$ cat src/rtl/npu_ew_engine.sv
// Elementwise engine: streams SIZE elements of A (and B or the scalar M0VAL) through ADD/MUL/RQT into C.
// Latency: first C write 3 cycles after START, then one element per cycle; FINISH = START + SIZE + 3 (START + 1 if SIZE == 0).
// Backpressure: none; memories accept a read/write every cycle. START is ignored unless IDLE; SOFT_RESET aborts.
//
// Ports: CLK/RESET_X (async active-low) / SOFT_RESET (sync abort); START + latched configuration
// (OP, B_SCALAR, INV_A, INV_B, M0VAL, A_POS, B_POS, C_POS, SIZE, GAIN, QSHIFT); A/B read ports with
// 1-cycle read latency; C write port; BUSY, FINISH, RMAX/RMIN status.
// Optional macro NPU_EW_RELU_EN adds a RELU input that clamps negative results to 0.

module npu_ew_engine #(
   parameter int DW = 8,
   parameter int AW = 10,
   parameter int GW = 32,
   parameter int SW = 5
) (
   input  logic          CLK,
   input  logic          RESET_X,
   input  logic          SOFT_RESET,
   input  logic          START,
   input  logic [1:0]    OP,
   input  logic          B_SCALAR,
   input  logic          INV_A,
   input  logic          INV_B,
   input  logic [DW-1:0] M0VAL,
   input  logic [AW-1:0] A_POS,
   input  logic [AW-1:0] B_POS,
   input  logic [AW-1:0] C_POS,
   input  logic [AW-1:0] SIZE,
   input  logic [GW-1:0] GAIN,
   input  logic [SW-1:0] QSHIFT,
`ifdef NPU_EW_RELU_EN
   input  logic          RELU,
`endif
   output logic          A_RD,
   output logic [AW-1:0] A_RADR,
   input  logic [DW-1:0] A_RDATA,
   output logic          B_RD,
   output logic [AW-1:0] B_RADR,
   input  logic [DW-1:0] B_RDATA,
   output logic          C_WR,
   output logic [AW-1:0] C_WADR,
   output logic [DW-1:0] C_WDATA,
   output logic          BUSY,
   output logic          FINISH,
   output logic [DW-1:0] RMAX,
   output logic [DW-1:0] RMIN
);

   typedef enum logic [1:0] {ST_IDLE, ST_ISSUE, ST_DRAIN, ST_DONE} state_t;

   localparam logic [1:0] OP_MUL = 2'd1;
   localparam logic [1:0] OP_RQT = 2'd2;

   // Wide enough for A'*B'*GAIN plus the rounding constant without overflow.
   localparam int PW = 2*DW + GW + 2;
   localparam logic signed [PW-1:0] PW_ONE  = {{(PW-1){1'b0}}, 1'b1};
   localparam logic signed [PW-1:0] SAT_MAX = {{(PW-DW+1){1'b0}}, {(DW-1){1'b1}}};
   localparam logic signed [PW-1:0] SAT_MIN = ~SAT_MAX;

   // Negation that maps the most negative value onto the most positive one.
   function automatic logic [DW-1:0] neg_sat(input logic [DW-1:0] x);
      logic [DW-1:0] r;
      if (x == {1'b1, {(DW-1){1'b0}}}) r = {1'b0, {(DW-1){1'b1}}};
      else                             r = -x;
      return r;
   endfunction

   state_t state_q, state_d;
   logic [AW-1:0] cnt_q, cnt_d;

   // Run configuration, frozen at START acceptance.
   logic [1:0]    op_q, op_d;
   logic          bsc_q, bsc_d;
   logic          inv_a_q, inv_a_d;
   logic          inv_b_q, inv_b_d;
   logic [DW-1:0] m0_q, m0_d;
   logic [AW-1:0] a_pos_q, a_pos_d;
   logic [AW-1:0] b_pos_q, b_pos_d;
   logic [AW-1:0] c_pos_q, c_pos_d;
   logic [AW-1:0] size_q, size_d;
   logic [GW-1:0] gain_q, gain_d;
   logic [SW-1:0] qsh_q, qsh_d;
`ifdef NPU_EW_RELU_EN
   logic          relu_q, relu_d;
`endif

   // Stage 1: read issued last cycle, data arrives this cycle.
   logic          s1_vld_q, s1_vld_d;
   logic [AW-1:0] s1_idx_q, s1_idx_d;
   // Stage 2: conditioned operands; result is computed and written this cycle.
   logic                 s2_vld_q, s2_vld_d;
   logic signed [DW-1:0] s2_a_q, s2_a_d;
   logic signed [DW-1:0] s2_b_q, s2_b_d;
   logic [AW-1:0]        s2_adr_q, s2_adr_d;

   logic signed [DW-1:0] rmax_q, rmax_d;
   logic signed [DW-1:0] rmin_q, rmin_d;
   logic                 first_q, first_d;

   logic [DW-1:0]        a_opnd, b_opnd, b_sel;
   logic signed [PW-1:0] a_ext, b_ext, g_ext, prod, rnd, full;
   logic signed [DW-1:0] res;

   // Operand conditioning for the element whose read data is returning now.
   always_comb begin
      b_sel  = bsc_q ? m0_q : B_RDATA;
      a_opnd = inv_a_q ? neg_sat(A_RDATA) : A_RDATA;
      b_opnd = inv_b_q ? neg_sat(b_sel) : b_sel;
   end

   // Full-precision compute and saturation for the element being written now.
   always_comb begin
      a_ext = {{(PW-DW){s2_a_q[DW-1]}}, s2_a_q};
      b_ext = {{(PW-DW){s2_b_q[DW-1]}}, s2_b_q};
      g_ext = {{(PW-GW){gain_q[GW-1]}}, gain_q};
      rnd   = '0;
      if (qsh_q != '0) rnd = PW_ONE << (qsh_q - SW'(1));
      case (op_q)
         OP_MUL:  prod = a_ext * b_ext * g_ext;
         OP_RQT:  prod = a_ext * g_ext;
         default: prod = a_ext + b_ext;
      endcase
      // Only the gain-scaled ops are rounded and shifted; ADD is used as-is.
      if (op_q == OP_MUL || op_q == OP_RQT) full = (prod + rnd) >>> qsh_q;
      else                                  full = prod;
      if (full > SAT_MAX)      res = SAT_MAX[DW-1:0];
      else if (full < SAT_MIN) res = SAT_MIN[DW-1:0];
      else                     res = full[DW-1:0];
`ifdef NPU_EW_RELU_EN
      if (relu_q && res[DW-1]) res = '0;
`endif
   end

   always_comb begin
      state_d  = state_q;
      cnt_d    = cnt_q;
      op_d     = op_q;
      bsc_d    = bsc_q;
      inv_a_d  = inv_a_q;
      inv_b_d  = inv_b_q;
      m0_d     = m0_q;
      a_pos_d  = a_pos_q;
      b_pos_d  = b_pos_q;
      c_pos_d  = c_pos_q;
      size_d   = size_q;
      gain_d   = gain_q;
      qsh_d    = qsh_q;
`ifdef NPU_EW_RELU_EN
      relu_d   = relu_q;
`endif
      s1_vld_d = 1'b0;
      s1_idx_d = s1_idx_q;
      s2_vld_d = s1_vld_q;
      s2_a_d   = s2_a_q;
      s2_b_d   = s2_b_q;
      s2_adr_d = s2_adr_q;
      rmax_d   = rmax_q;
      rmin_d   = rmin_q;
      first_d  = first_q;

      if (s1_vld_q) begin
         s2_a_d   = a_opnd;
         s2_b_d   = b_opnd;
         s2_adr_d = c_pos_q + s1_idx_q;
      end

      if (s2_vld_q) begin
         first_d = 1'b0;
         if (first_q || res > rmax_q) rmax_d = res;
         if (first_q || res < rmin_q) rmin_d = res;
      end

      case (state_q)
         ST_IDLE: begin
            if (START) begin
               op_d    = OP;
               bsc_d   = B_SCALAR;
               inv_a_d = INV_A;
               inv_b_d = INV_B;
               m0_d    = M0VAL;
               a_pos_d = A_POS;
               b_pos_d = B_POS;
               c_pos_d = C_POS;
               size_d  = SIZE;
               gain_d  = GAIN;
               qsh_d   = QSHIFT;
`ifdef NPU_EW_RELU_EN
               relu_d  = RELU;
`endif
               cnt_d   = '0;
               rmax_d  = '0;
               rmin_d  = '0;
               first_d = 1'b1;
               state_d = (SIZE == '0) ? ST_DONE : ST_ISSUE;
            end
         end
         ST_ISSUE: begin
            s1_vld_d = 1'b1;
            s1_idx_d = cnt_q;
            if (cnt_q == size_q - AW'(1)) state_d = ST_DRAIN;
            else                          cnt_d   = cnt_q + AW'(1);
         end
         // The last write happens in the cycle where stage 1 has emptied.
         ST_DRAIN: if (!s1_vld_q) state_d = ST_DONE;
         default:  state_d = ST_IDLE;
      endcase

      if (SOFT_RESET) begin
         state_d  = ST_IDLE;
         s1_vld_d = 1'b0;
         s2_vld_d = 1'b0;
         rmax_d   = '0;
         rmin_d   = '0;
         first_d  = 1'b0;
      end
   end

   always_ff @(posedge CLK or negedge RESET_X) begin
      if (!RESET_X) begin
         state_q  <= ST_IDLE;
         cnt_q    <= '0;
         op_q     <= '0;
         bsc_q    <= 1'b0;
         inv_a_q  <= 1'b0;
         inv_b_q  <= 1'b0;
         m0_q     <= '0;
         a_pos_q  <= '0;
         b_pos_q  <= '0;
         c_pos_q  <= '0;
         size_q   <= '0;
         gain_q   <= '0;
         qsh_q    <= '0;
`ifdef NPU_EW_RELU_EN
         relu_q   <= 1'b0;
`endif
         s1_vld_q <= 1'b0;
         s1_idx_q <= '0;
         s2_vld_q <= 1'b0;
         s2_a_q   <= '0;
         s2_b_q   <= '0;
         s2_adr_q <= '0;
         rmax_q   <= '0;
         rmin_q   <= '0;
         first_q  <= 1'b0;
      end else begin
         state_q  <= state_d;
         cnt_q    <= cnt_d;
         op_q     <= op_d;
         bsc_q    <= bsc_d;
         inv_a_q  <= inv_a_d;
         inv_b_q  <= inv_b_d;
         m0_q     <= m0_d;
         a_pos_q  <= a_pos_d;
         b_pos_q  <= b_pos_d;
         c_pos_q  <= c_pos_d;
         size_q   <= size_d;
         gain_q   <= gain_d;
         qsh_q    <= qsh_d;
`ifdef NPU_EW_RELU_EN
         relu_q   <= relu_d;
`endif
         s1_vld_q <= s1_vld_d;
         s1_idx_q <= s1_idx_d;
         s2_vld_q <= s2_vld_d;
         s2_a_q   <= s2_a_d;
         s2_b_q   <= s2_b_d;
         s2_adr_q <= s2_adr_d;
         rmax_q   <= rmax_d;
         rmin_q   <= rmin_d;
         first_q  <= first_d;
      end
   end

   always_comb begin
      A_RD    = (state_q == ST_ISSUE);
      A_RADR  = A_RD ? a_pos_q + cnt_q : '0;
      // RQT ignores B and a scalar B never touches memory.
      B_RD    = A_RD && !bsc_q && (op_q != OP_RQT);
      B_RADR  = B_RD ? b_pos_q + cnt_q : '0;
      C_WR    = s2_vld_q;
      C_WADR  = s2_vld_q ? s2_adr_q : '0;
      C_WDATA = s2_vld_q ? res : '0;
      BUSY    = (state_q == ST_ISSUE) || (state_q == ST_DRAIN);
      FINISH  = (state_q == ST_DONE);
      RMAX    = rmax_q;
      RMIN    = rmin_q;
   end

endmodule

$ cat config.mk
export PLATFORM = sky130hd
export DESIGN_NAME = npu_ew_engine
export DESIGN_NICKNAME = d
export VERILOG_FILES = /design/src/rtl/npu_ew_engine.sv
export SDC_FILE = /design/constraint.sdc
export NUM_CORES = 2
export LEC_CHECK = 0
export BUFFER_PORTS_ARGS = -buffer_cell sky130_fd_sc_hd__buf_4
export CAP_MARGIN = 20
export CORE_MARGIN = 2
export CORE_UTILIZATION = 50
export CTS_BUF_LIST = sky130_fd_sc_hd__clkbuf_4 sky130_fd_sc_hd__clkbuf_8 sky130_fd_sc_hd__clkbuf_16
export DETAILED_ROUTE_END_ITERATION = 10
export PLACE_DENSITY = 0.67
export RECOVER_POWER = 50
export SYNTH_ARGS = -nofsm -noshare
export SYNTH_HDL_FRONTEND = slang
export SYNTH_SLANG_ARGS = --single-unit
export TNS_END_PERCENT = 50
$ cat constraint.sdc
create_clock -name CLK -period 34.7 [get_ports CLK]
set_input_delay 3.47 -clock CLK [delete_from_list [all_inputs] [get_ports CLK]]
set_output_delay 3.47 -clock CLK [all_outputs]
set_load 0.1 [all_outputs]
==> impl_summary.txt <==
----------------------------------------------------
[Floorplan]
  Floorplan Core Area ... 91800 um2
  Initial core utilization ... 0.5058
  DIE WIDTH ... 308.7 um
  Number of rows created at floorplan ... 111
  # IOs ... 169
  Area enclosed by the die boundary ... 95310 um2
  Die outline height ... 308.7 um

[Hold path]
  Class of the tightest hold or removal check ... register to register
  Cell count of the worst hold path ... 1
  Launch instance of the worst min-delay path ... s2_adr_q[5]
  Min-Delay Endpoint ... s2_adr_q[5]

[Worst setup path]
  Crit path required time ... 31230 ps
  Category of the critical setup timing path ... register to primary output
  Number of cell instances on the worst register-to-register path ... 71
  Arrival time reported for the critical path endpoint ... 18670 ps
  R2R Setup Slk ... 14190 ps
  Slowest stage cell, crit path ... or4_1
  End of the worst register-to-register path ... RMIN[6]
  Worst setup startpoint ... s2_a_q[2]
  Worst reg2reg path startpoint ... s2_a_q[2]
  Largest stage delay on the critical path ... 700 ps
  Largest fanout of any net on the critical path ... 41
  Critical Path Source Type ... register
  Crit. End Element ... primary output
  Most prevalent standard cell on the critical path ... fa_1

[Clocking]
  CTS hold repair buffers ... 0
  Max clock buf depth ... 2
  Clock tree from TritonCTS ... built
  CTS Buf Count ... 17
  Post-CTS Setup Bufs ... 0
  Maximum level of the CTS H-tree ... 4
  Insertion delay to the later sink of the worst-skew pair ... 510 ps
  Clock Sinks ... 157
  PostCTS Resize Cnt ... 0
  Clock transition time at the flip-flop clock pins of the worst setup and hold paths ... 100 ps
  Clock root buffer ... clkbuf_16

[Outcome]
  Run status ... finished with violations
  Violations in the final reports ... capacitance limit, slew limit

[Yosys]
  Post-Synth Adder-Cell Area ... 0.4056
  Synth top cells by count ... inv_1, fa_1, and2_1
  Yosys warning total ... 0
  Synthesized-area fraction occupied by xor and xnor cells ... 0.03528
  Top flip-flop cell by instance count after synthesis ... dfrtp_1
  Post-Syn Area per Cell ... 8.596 um2
  Number of flip-flops and latches in the synthesized netlist ... 157
  Post-synth net total ... 6569
  Area share of the largest cell type after synthesis ... 0.3212
  Synth Instances ... 5401
  Count of flip-flops with a built-in enable after synthesis ... 0
  Compound-cell area share of the yosys netlist ... 0.1328
  Share of async-settable or async-resettable flops after synthesis ... 1.000
  Post-synthesis cell type count ... 109
  Dominant cells by area after synthesis ... fa_1, and2_1, dfrtp_1
  Cell area after synthesis ... 46430 um2
  Combinational family with the most area after synthesis ... adder cells
  Post-synthesis sequential area ratio ... 0.08462
  Most common cell in the netlist ... inv_1
  Cell taking the most area after synthesis ... fa_1
  Multiplexer share of the synthesized area ... 0.04802
  Simple-gate share of the synthesized area ... 0.1976

[Route]
  Vias per std cell ... 5.830
  Count of unresolved DRC violations after routing ... 0
  Detailed router's first-iteration violation count ... 2972
  ANT nets after route ... 0
  Total length of routed wires ... 139900 um
  Routed length per instance ... 21.18 um
  Number of optimization iterations in the first detailed-route pass ... 8
  Vias ... 38509

[Final layout]
  Fin util ... 0.5365
  Final nets ... 6516
  Share of cells above drive strength 1 ... 0.08655
  Number of inserted filler cells in the final layout ... 8597
  Signed area change from the synthesized netlist to the final layout ... 6.069%
  Multi-input logic area ... 38180 um2
  Sequential standard cell area ... 3930 um2

[Timing]
  Final number of max-transition violations ... 199
  Final hold violation count ... 0
  Shortest period the worst path allows ... 22140 ps
  Least-Margin Pin Slew ... 5622 ps
  Final Cycle Share ... 0.6380
  Max frequency ... 45.17 MHz
  Final worst clock skew ... 28.68 ps
  Hold_ws ... 508.0 ps
  Setup Viol. Count Final ... 0
  Headroom to the max-slew limit ... -2.748
  Setup repair after global routing missed its margin ... false
  Setup Total Neg Slack ... 0 ps

[Placement]
  Number of buffers added on ports ... 168
  Detailed placer's ending HPWL ... 108300 um
  Global placer's final weighted congestion ... 0.9810

[Global routing]
  Antenna violations before repair ... 5
  Global router's overall resource usage ... 0.3041
  Largest net degree at the start of global routing ... 96
  Wire length of the first global-routing pass ... 225400 um
  Overflow left after global routing ... 0
  Number of global-route vias before repair ... 40362

[Job]
  Number of maximum-capacitance constraint violations ... 3

----------------------------------------------------
## final cells by class
cell class,instances,share of cell area
clock inverter,15,0.004014
antenna,1,0.00005081
sequential,157,0.07980
timing repair buffer,229,0.03331
clock buffer,17,0.008638
inverter,884,0.06738
multi-input combinational,4059,0.7752
tap,1243,0.03158
## cell usage in the layout, fill, tap and decap left out, drive strengths merged, types with 34 or more instances in the layout
| cell type | Yosys | routed |
|---|---|---|
| nor2 | 317 | 317 |
| o21ai | 165 | 165 |
| or2 | 34 | 34 |
| clkbuf | 272 | 40 |
| a21o | 61 | 61 |
| o211ai | 35 | 35 |
| nor2b | 44 | 44 |
| fa | 745 | 745 |
| a221oi | 43 | 43 |
| ha | 313 | 313 |
| nand2b | 36 | 36 |
| nand2 | 297 | 297 |
| nor3 | 62 | 62 |
| a21oi | 249 | 249 |
| mux2 | 126 | 126 |
| buf | 29 | 206 |
| xnor2 | 126 | 126 |
| nand3 | 66 | 66 |
| nand4 | 42 | 42 |
| inv | 878 | 883 |
| dfrtp | 157 | 157 |
| mux2i | 63 | 63 |
| and2 | 685 | 685 |
| a211oi | 51 | 51 |
| xor2 | 61 | 61 |
## worst max-delay path: cells and delay by family (launching register included)
kind,cells,cell delay [ps]
AND/OR/NAND/NOR,12,4060
AO/OA/AOI/OAI,24,5650
flip-flops,1,340
buffers and inverters,9,1420
adder cells (fa/ha/maj),14,6110
XOR/XNOR,3,520
## metal layers
metal | global-route usage | wire (um)
met3 | 0.05351 | 9987
met4 | 0.1106 | 5248
met5 | 0 | 26
met2 | 0.5042 | 65960
met1 | 0.3992 | 58670
## stage by stage
stage | instance area [um2] | setup WS, ps | cells
detailed placement | 48710 | 13310 | 6572
global placement | 48710 | 13620 | 6572
floorplan | 46430 | 15010 | 5401
global route | 49240 | 11340 | 6604
finish | 49250 | 12560 | 6605
CTS | 49330 | 12690 | 6604
## logic make-up (layout without fill, tap and decap cells)
kind of cell	Yosys count	count (layout)
AOI/OAI and AO/OA	908	908
xor gates and xnor gates	187	187
adders and majority gates	1058	1058
buffers and inverters	1185	1145
DFF	157	157
muxes	197	197
other	1	2
and+or+nand+nor	1708	1708
## flip-flops by register name (all words and copies together) (netlist names), 10 cells and up
signal and cells:
gain_q 32, a_pos_q 10, b_pos_q 10, c_pos_q 10
cnt_q 10, s1_idx_q 10, s2_adr_q 10, size_q 10
## worst max path at each step
stage                     slack, ps         end
after floorplan               15010  C_WDATA[5]
after detailed placement      13310  C_WDATA[5]
final                         12560  C_WDATA[5]
after global placement        13620  C_WDATA[5]
after CTS                     12690  C_WDATA[5]
after global routing          11340  C_WDATA[5]
Power is not shown: default switching activity piles up to over one toggle a cycle in this logic, so the estimate is an artifact.
